### src/rtl/urv_dbg_ctrl.sv
// ---------------------------------------------------------------------------
// urv_dbg_ctrl
//   Debug access sequencer for the uRV core. Takes one debug command at a
//   time from the debug bus-slave front end, runs it against the core and
//   returns exactly one response (data + error flag) per command.
//   Commands: NOP, HALT, RESUME, RF_RD, RF_WR, CSR_RD, CSR_WR (op 7 reserved).
//   Register-file and CSR accesses are only performed while the core is
//   halted and a halt is being requested by this block.
//
// Parameters
//   HALT_TIMEOUT  cycles to wait for halted_i to change (1..255)
//
// Ports
//   clk_i, rst_i            clock, async active-high reset
//   cmd_valid_i/ready_o     command handshake (ready only in IDLE)
//   cmd_op_i/addr_i/wdata_i command fields
//   rsp_valid_o             one-cycle response pulse
//   rsp_rdata_o             last read data (held between read responses)
//   rsp_err_o               error flag, qualified by rsp_valid_o
//   halt_req_o, halted_i    halt/resume handshake with the core
//   rf_*                    register-file debug port (1-cycle read latency)
//   csr_*                   CSR debug port (1-cycle read latency)
//   busy_o                  sequencer not idle
// ---------------------------------------------------------------------------
module urv_dbg_ctrl #(
   parameter int unsigned HALT_TIMEOUT = 255
) (
   input  logic        clk_i,
   input  logic        rst_i,
   input  logic        cmd_valid_i,
   output logic        cmd_ready_o,
   input  logic [2:0]  cmd_op_i,
   input  logic [11:0] cmd_addr_i,
   input  logic [31:0] cmd_wdata_i,
   output logic        rsp_valid_o,
   output logic [31:0] rsp_rdata_o,
   output logic        rsp_err_o,
   output logic        halt_req_o,
   input  logic        halted_i,
   output logic [4:0]  rf_addr_o,
   output logic        rf_write_o,
   output logic [31:0] rf_wd_o,
   input  logic [31:0] rf_rd_i,
   output logic [11:0] csr_addr_o,
   output logic        csr_write_o,
   output logic [31:0] csr_wd_o,
   input  logic [31:0] csr_rd_i,
   output logic        busy_o
);

   localparam logic [7:0] LP_TIMEOUT = 8'(HALT_TIMEOUT);

   typedef enum logic [2:0] {
      S_IDLE,
      S_HALT_WAIT,
      S_RESUME_WAIT,
      S_ACCESS,
      S_READ,
      S_RESP
   } state_t;

   typedef enum logic [2:0] {
      OP_NOP    = 3'd0,
      OP_HALT   = 3'd1,
      OP_RESUME = 3'd2,
      OP_RF_RD  = 3'd3,
      OP_RF_WR  = 3'd4,
      OP_CSR_RD = 3'd5,
      OP_CSR_WR = 3'd6,
      OP_RSVD   = 3'd7
   } op_t;

   state_t      r_state;
   state_t      w_state_nxt;
   op_t         r_op;
   op_t         w_cmd_op;
   logic        r_err;
   logic        w_err_nxt;
   logic        r_halt_req;
   logic        w_halt_req_nxt;
   logic [7:0]  r_cnt;
   logic [7:0]  w_cnt_nxt;
   logic [31:0] r_rdata;
   logic [31:0] w_rdata_nxt;
   logic [4:0]  r_rf_addr;
   logic [31:0] r_rf_wd;
   logic [11:0] r_csr_addr;
   logic [31:0] r_csr_wd;

   logic        w_accept;
   logic        w_cmd_rf;
   logic        w_cmd_csr;
   logic        w_cmd_wr;
   logic        w_access_bad;
   logic        w_latch_rf;
   logic        w_latch_csr;
   logic        w_rf_write;
   logic        w_csr_write;
   logic        w_rsp_valid;

   assign w_cmd_op  = op_t'(cmd_op_i);
   assign w_accept  = cmd_valid_i && (r_state == S_IDLE);
   assign w_cmd_rf  = (w_cmd_op == OP_RF_RD)  || (w_cmd_op == OP_RF_WR);
   assign w_cmd_csr = (w_cmd_op == OP_CSR_RD) || (w_cmd_op == OP_CSR_WR);
   assign w_cmd_wr  = (w_cmd_op == OP_RF_WR)  || (w_cmd_op == OP_CSR_WR);

   // Port accesses need a halted core that we are actively holding halted;
   // RF indices above 31 are rejected outright.
   assign w_access_bad = !halted_i || !r_halt_req ||
                         (w_cmd_rf && (cmd_addr_i[11:5] != 7'd0));

   // ---------------------------------------------------------------------
   // FSM state register
   // ---------------------------------------------------------------------
   always_ff @(posedge clk_i or posedge rst_i) begin
      if (rst_i) begin
         r_state <= S_IDLE;
      end else begin
         r_state <= w_state_nxt;
      end
   end

   // ---------------------------------------------------------------------
   // FSM next-state and outputs
   // ---------------------------------------------------------------------
   always_comb begin
      w_state_nxt    = r_state;
      w_err_nxt      = r_err;
      w_halt_req_nxt = r_halt_req;
      w_cnt_nxt      = r_cnt;
      w_rdata_nxt    = r_rdata;
      w_latch_rf     = 1'b0;
      w_latch_csr    = 1'b0;
      w_rf_write     = 1'b0;
      w_csr_write    = 1'b0;
      w_rsp_valid    = 1'b0;

      case (r_state)
         S_IDLE: begin
            if (w_accept) begin
               w_err_nxt = 1'b0;
               case (w_cmd_op)
                  OP_NOP: begin
                     w_state_nxt = S_RESP;
                  end
                  OP_RSVD: begin
                     w_err_nxt   = 1'b1;
                     w_state_nxt = S_RESP;
                  end
                  OP_HALT: begin
                     w_halt_req_nxt = 1'b1;
                     w_cnt_nxt      = '0;
                     w_state_nxt    = halted_i ? S_RESP : S_HALT_WAIT;
                  end
                  OP_RESUME: begin
                     w_halt_req_nxt = 1'b0;
                     w_cnt_nxt      = '0;
                     w_state_nxt    = halted_i ? S_RESUME_WAIT : S_RESP;
                  end
                  default: begin
                     if (w_access_bad) begin
                        w_err_nxt   = 1'b1;
                        w_state_nxt = S_RESP;
                     end else begin
                        w_latch_rf  = w_cmd_rf;
                        w_latch_csr = w_cmd_csr;
                        w_state_nxt = S_ACCESS;
                     end
                  end
               endcase
            end
         end

         S_HALT_WAIT: begin
            if (halted_i) begin
               w_state_nxt = S_RESP;
            end else if (r_cnt == LP_TIMEOUT) begin
               // Give up: withdraw the request so the core is not left
               // with a stale halt pending.
               w_halt_req_nxt = 1'b0;
               w_err_nxt      = 1'b1;
               w_state_nxt    = S_RESP;
            end else if (r_cnt != 8'hFF) begin
               w_cnt_nxt = r_cnt + 8'd1;
            end
         end

         S_RESUME_WAIT: begin
            if (!halted_i) begin
               w_state_nxt = S_RESP;
            end else if (r_cnt == LP_TIMEOUT) begin
               w_err_nxt   = 1'b1;
               w_state_nxt = S_RESP;
            end else if (r_cnt != 8'hFF) begin
               w_cnt_nxt = r_cnt + 8'd1;
            end
         end

         S_ACCESS: begin
            // Writes to x0 are silently dropped but still acknowledged.
            w_rf_write  = (r_op == OP_RF_WR) && (r_rf_addr != 5'd0);
            w_csr_write = (r_op == OP_CSR_WR);
            if ((r_op == OP_RF_RD) || (r_op == OP_CSR_RD)) begin
               w_state_nxt = S_READ;
            end else begin
               w_state_nxt = S_RESP;
            end
         end

         S_READ: begin
            w_rdata_nxt = (r_op == OP_RF_RD) ? rf_rd_i : csr_rd_i;
            w_state_nxt = S_RESP;
         end

         S_RESP: begin
            w_rsp_valid = 1'b1;
            w_state_nxt = S_IDLE;
         end

         default: begin
            w_state_nxt = S_IDLE;
         end
      endcase
   end

   // ---------------------------------------------------------------------
   // Datapath registers
   // ---------------------------------------------------------------------
   always_ff @(posedge clk_i or posedge rst_i) begin
      if (rst_i) begin
         r_op       <= OP_NOP;
         r_err      <= 1'b0;
         r_halt_req <= 1'b0;
         r_cnt      <= '0;
         r_rdata    <= '0;
         r_rf_addr  <= '0;
         r_rf_wd    <= '0;
         r_csr_addr <= '0;
         r_csr_wd   <= '0;
      end else begin
         r_err      <= w_err_nxt;
         r_halt_req <= w_halt_req_nxt;
         r_cnt      <= w_cnt_nxt;
         r_rdata    <= w_rdata_nxt;
         if (w_accept) begin
            r_op <= w_cmd_op;
         end
         // Port address/data registers only move on a granted access so
         // that rejected commands leave the debug ports untouched.
         if (w_latch_rf) begin
            r_rf_addr <= cmd_addr_i[4:0];
            if (w_cmd_wr) begin
               r_rf_wd <= cmd_wdata_i;
            end
         end
         if (w_latch_csr) begin
            r_csr_addr <= cmd_addr_i;
            if (w_cmd_wr) begin
               r_csr_wd <= cmd_wdata_i;
            end
         end
      end
   end

   assign cmd_ready_o = (r_state == S_IDLE);
   assign busy_o      = (r_state != S_IDLE);
   assign rsp_valid_o = w_rsp_valid;
   assign rsp_err_o   = w_rsp_valid && r_err;
   assign rsp_rdata_o = r_rdata;
   assign halt_req_o  = r_halt_req;
   assign rf_addr_o   = r_rf_addr;
   assign rf_wd_o     = r_rf_wd;
   assign rf_write_o  = w_rf_write;
   assign csr_addr_o  = r_csr_addr;
   assign csr_wd_o    = r_csr_wd;
   assign csr_write_o = w_csr_write;

endmodule

### config.mk
export PLATFORM = sky130hd
export DESIGN_NAME = urv_dbg_ctrl
export DESIGN_NICKNAME = d
export VERILOG_FILES = /design/src/rtl/urv_dbg_ctrl.sv
export SDC_FILE = /design/constraint.sdc
export NUM_CORES = 1
export LEC_CHECK = 0
export CORE_MARGIN = 1.5
export CORE_UTILIZATION = 44
export DETAILED_ROUTE_END_ITERATION = 7
export GPL_TIMING_DRIVEN = 0
export PLACE_DENSITY_LB_ADDON = 0.08
export SETUP_SLACK_MARGIN = 0.02
export SYNTH_ARGS = -nofsm -noshare
export SYNTH_HDL_FRONTEND = slang
export SYNTH_SLANG_ARGS = --single-unit
### constraint.sdc
create_clock -name clk_i -period 5.8 [get_ports clk_i]
set_input_delay 1.16 -clock clk_i [delete_from_list [all_inputs] [get_ports clk_i]]
set_output_delay 1.16 -clock clk_i [all_outputs]
set_load 0.03 [all_outputs]
==> impl_metrics.ini <==
[run_status]
status = finished clean

[placed_design]
io_buffers = 232
dp_worst_setup_slack_ns = 2.17
place_inst = 868
dp_hpwl_microns = 11400
postPlaceCellArea_sq_um = 8420
gp_routability_congestion = 0.848

[final_layout]
areaGrowthSynthToFinish_pct = 53.7
fin_area_sq_um = 9000
nets = 831
layout-drive-gt1-share = 0.188
layoutNonFillerInstCount = 900
antenna_cells = 0
n_fill_cell = 913

[yosys]
synthArstFlopShare = 1.00
yosysUniqueCellTypes = 52
yosys.area.top_type = dfrtp_1
ys_seq_elements = 129
syn_nets = 579
synthesis.area_sq_um = 5850
ys.flop_type = dfrtp_1
seq_area_frac_synth = 0.551
synth_xor_area_frac = 0.00449
yosysWarnings = 0
synth_edf_count = 0
synth_simple_gate_area_frac = 0.0970
synth_top_family_by_area = multiplexers
syn_avg_cell_area_sq_um = 12.6
ys_top_cells_by_area = dfrtp_1 55%, mux2_2 10%, mux2_4 8.0%
muxShareOfSynthArea = 0.250
synth_compound_area_frac = 0.0624
synthCells = 463
synthAdderAreaFrac = 0.00214
yosysTopAreaCellShare = 0.551

[timing]
finalSetupViolCount = 0
slew_headroom = 0.522
setup_slack_ns = 2.42
drv_slew = 0
tns_ns = 0
tightestPinTransition_ns = 0.717
fin_crit_ns = 3.38
rsz0062_at_grt = false
fin_skew_ns = 0.00569
timing.final.hold_violations = 0
finalCritPeriodShare = 0.582
max_freq_mhz = 296

[floorplan]
start_util = 0.456
rows = 41
io_pins = 235
coreArea_sq_um = 12800
die_area_sq_um = 14000
die_x_microns = 118
die_h_microns = 118

[routing]
drtAntennaViolNets = 0
drtPass1Iterations = 4
vias_per_cell = 5.13
vias = 4620
drt_first_iter_violations = 236
drc = 0
wl_per_cell_microns = 17.3
wl_microns = 15500

[cts]
clk_path_buf_depth = 2
cts_hold_buf = 0
cts_root_buffer = clkbuf_16
cts_tree = built
cts_resized = 0
clkLatencyLatePin_ns = 0.42
htreeDepth = 4
cts_made_buffers = 17
cts.clk_slew.worst_paths_ns = 0.06
post_cts_buffers = 0
cts_sinks = 129

[setup_path]
path_max_fanout = 10
crit_arrival_ns = 2.22
critPathKind = reg -> out
critical_path.endpoint = cmd_ready_o
required_ns = 4.64
start_kind = flip-flop
r2r_setup_slack_ns = 3.51
startpoint = r_state[1]
critical_path.endpoint_type = primary output
reg2reg_to = rf_wd_o[26]
ff2ff_path_depth = 6
r2r_start = r_state[0]

[grt]
first_global_vias = 4808
grt_overflow_total = 0
grt_pass1_wl_microns = 25500
grt_usage = 0.233
grt_max_degree = 75
grt_antenna_before_repair = 0

[flow_run]
drv_cap = 0

[min_path]
hold_class = reg -> reg

[power_and_ir_drop]
total_leakage_power_uw = 0.00415
power_density_nw_per_um2 = 444
total_power_uw = 4000
ir_drop_mv = 0.237
==> cells by family after synthesis <==
logic type | count (synthesis)
flip-flops | 129
AO/OA/AOI/OAI | 60
multiplexers | 124
adder cells (fa/ha/maj) | 1
buffers and inverters | 37
XOR/XNOR | 3
AND/OR/NAND/NOR | 109
==> critical path, stage by stage (launching register included) <==
cell             delay, ns
dfrtp_1               0.40
buf_2                 0.19
or3_1                 0.39
inv_1                 0.12
clkdlybuf4s50_1       0.69
==> per-stage QoR <==
step / hold slack [ns] / util
2_1_floorplan: 0.497 / -
3_3_place_gp: 0.481 / 0.654
3_5_place_dp: 0.493 / 0.657
4_1_cts: 0.507 / 0.701
5_1_grt: 0.518 / 0.701
6_report: 0.505 / 0.701
==> flip-flops by register name, indices dropped and copies added, names as in the netlist <==
register and flops:
rsp_rdata_o 32, halt_req_o 1, rf_wd_o 32, csr_addr_o 12, r_state 3, r_op 3, r_cnt 8, r_err 1
rf_addr_o 5, csr_wd_o 32
==> worst min-delay path by stage <==
stage                  startpoint             to  slack [ns]  depth (start not counted)
floorplan                   r_err          r_err        0.50                          1
global placement      rf_wd_o[24]    rf_wd_o[24]        0.48                          1
detailed placement  csr_addr_o[7]  csr_addr_o[7]        0.49                          1
CTS                 csr_addr_o[7]  csr_addr_o[7]        0.51                          1
global route          rf_wd_o[25]    rf_wd_o[25]        0.52                          1
finish                rf_wd_o[29]    rf_wd_o[29]        0.50                          1
==> layout by cell type, fill, tap and decap left out, types with 6 or more instances in the layout <==
| cell | count |
|---|---|
| buf_1 | 9 |
| nand3_1 | 6 |
| clkdlybuf4s50_1 | 232 |
| inv_1 | 7 |
| nand2b_1 | 8 |
| nand2_1 | 12 |
| clkbuf_1 | 8 |
| clkbuf_16 | 17 |
| mux2i_1 | 39 |
| nor3_1 | 6 |
| buf_6 | 6 |
| dfrtp_1 | 129 |
| nor2_1 | 45 |
| a21oi_1 | 34 |
| mux2_2 | 53 |
| mux2_4 | 31 |
==> area by class of cell <==
cell class                 instances  area, sq um  share of cell area
clock buffer                      18          439              0.0488
buffer                            28          156              0.0174
inverter                           9         38.8             0.00431
multi-input combinational        297         2440               0.271
sequential                       129         3230               0.359
tap                              172          215              0.0239
timing repair buffer             233         2350               0.261
clock inverter                    14          133              0.0147
==> metal layers <==
layer	wire, microns	up-vias	GRT usage
met5	0	-	0
met4	391	0	0.0960
met3	961	31	0.0690
met2	7730	178	0.392
met1	6450	2250	0.278
li1	-	2161	-
==> cells in the mapped netlist (2+ instances only) <==
master and n:
or3_1 3, and2_1 3, xor2_1 2, nor3b_1 2, mux2i_1 39, nand2_1 12
a211oi_1 3, nand4_1 2, nor4_2 4, nand3b_1 2, or4_1 2, dfrtp_1 129
nor3_1 6, nor4_1 5, a31oi_1 3, inv_1 8, nor2_1 45, nand2b_1 8
buf_6 6, buf_2 5, a2bb2oi_1 2, clkbuf_1 8, o21ai_0 5, buf_1 9
a21oi_1 34, mux2_4 31, mux2_2 53, and3_1 2, nor2b_1 2, nand3_1 6
==> power breakdown <==
group / total (uW) / internal [uW] / switching [uW] / leakage [uW]
Combinational: 1700 / 758 / 940 / 0.00221
Sequential: 1280 / 1130 / 147 / 0.00166
Clock: 1020 / 605 / 413 / 0.000273
Total: 4000 / 2500 / 1500 / 0.00415
No activity file was read; power rests on OpenSTA's default activity.
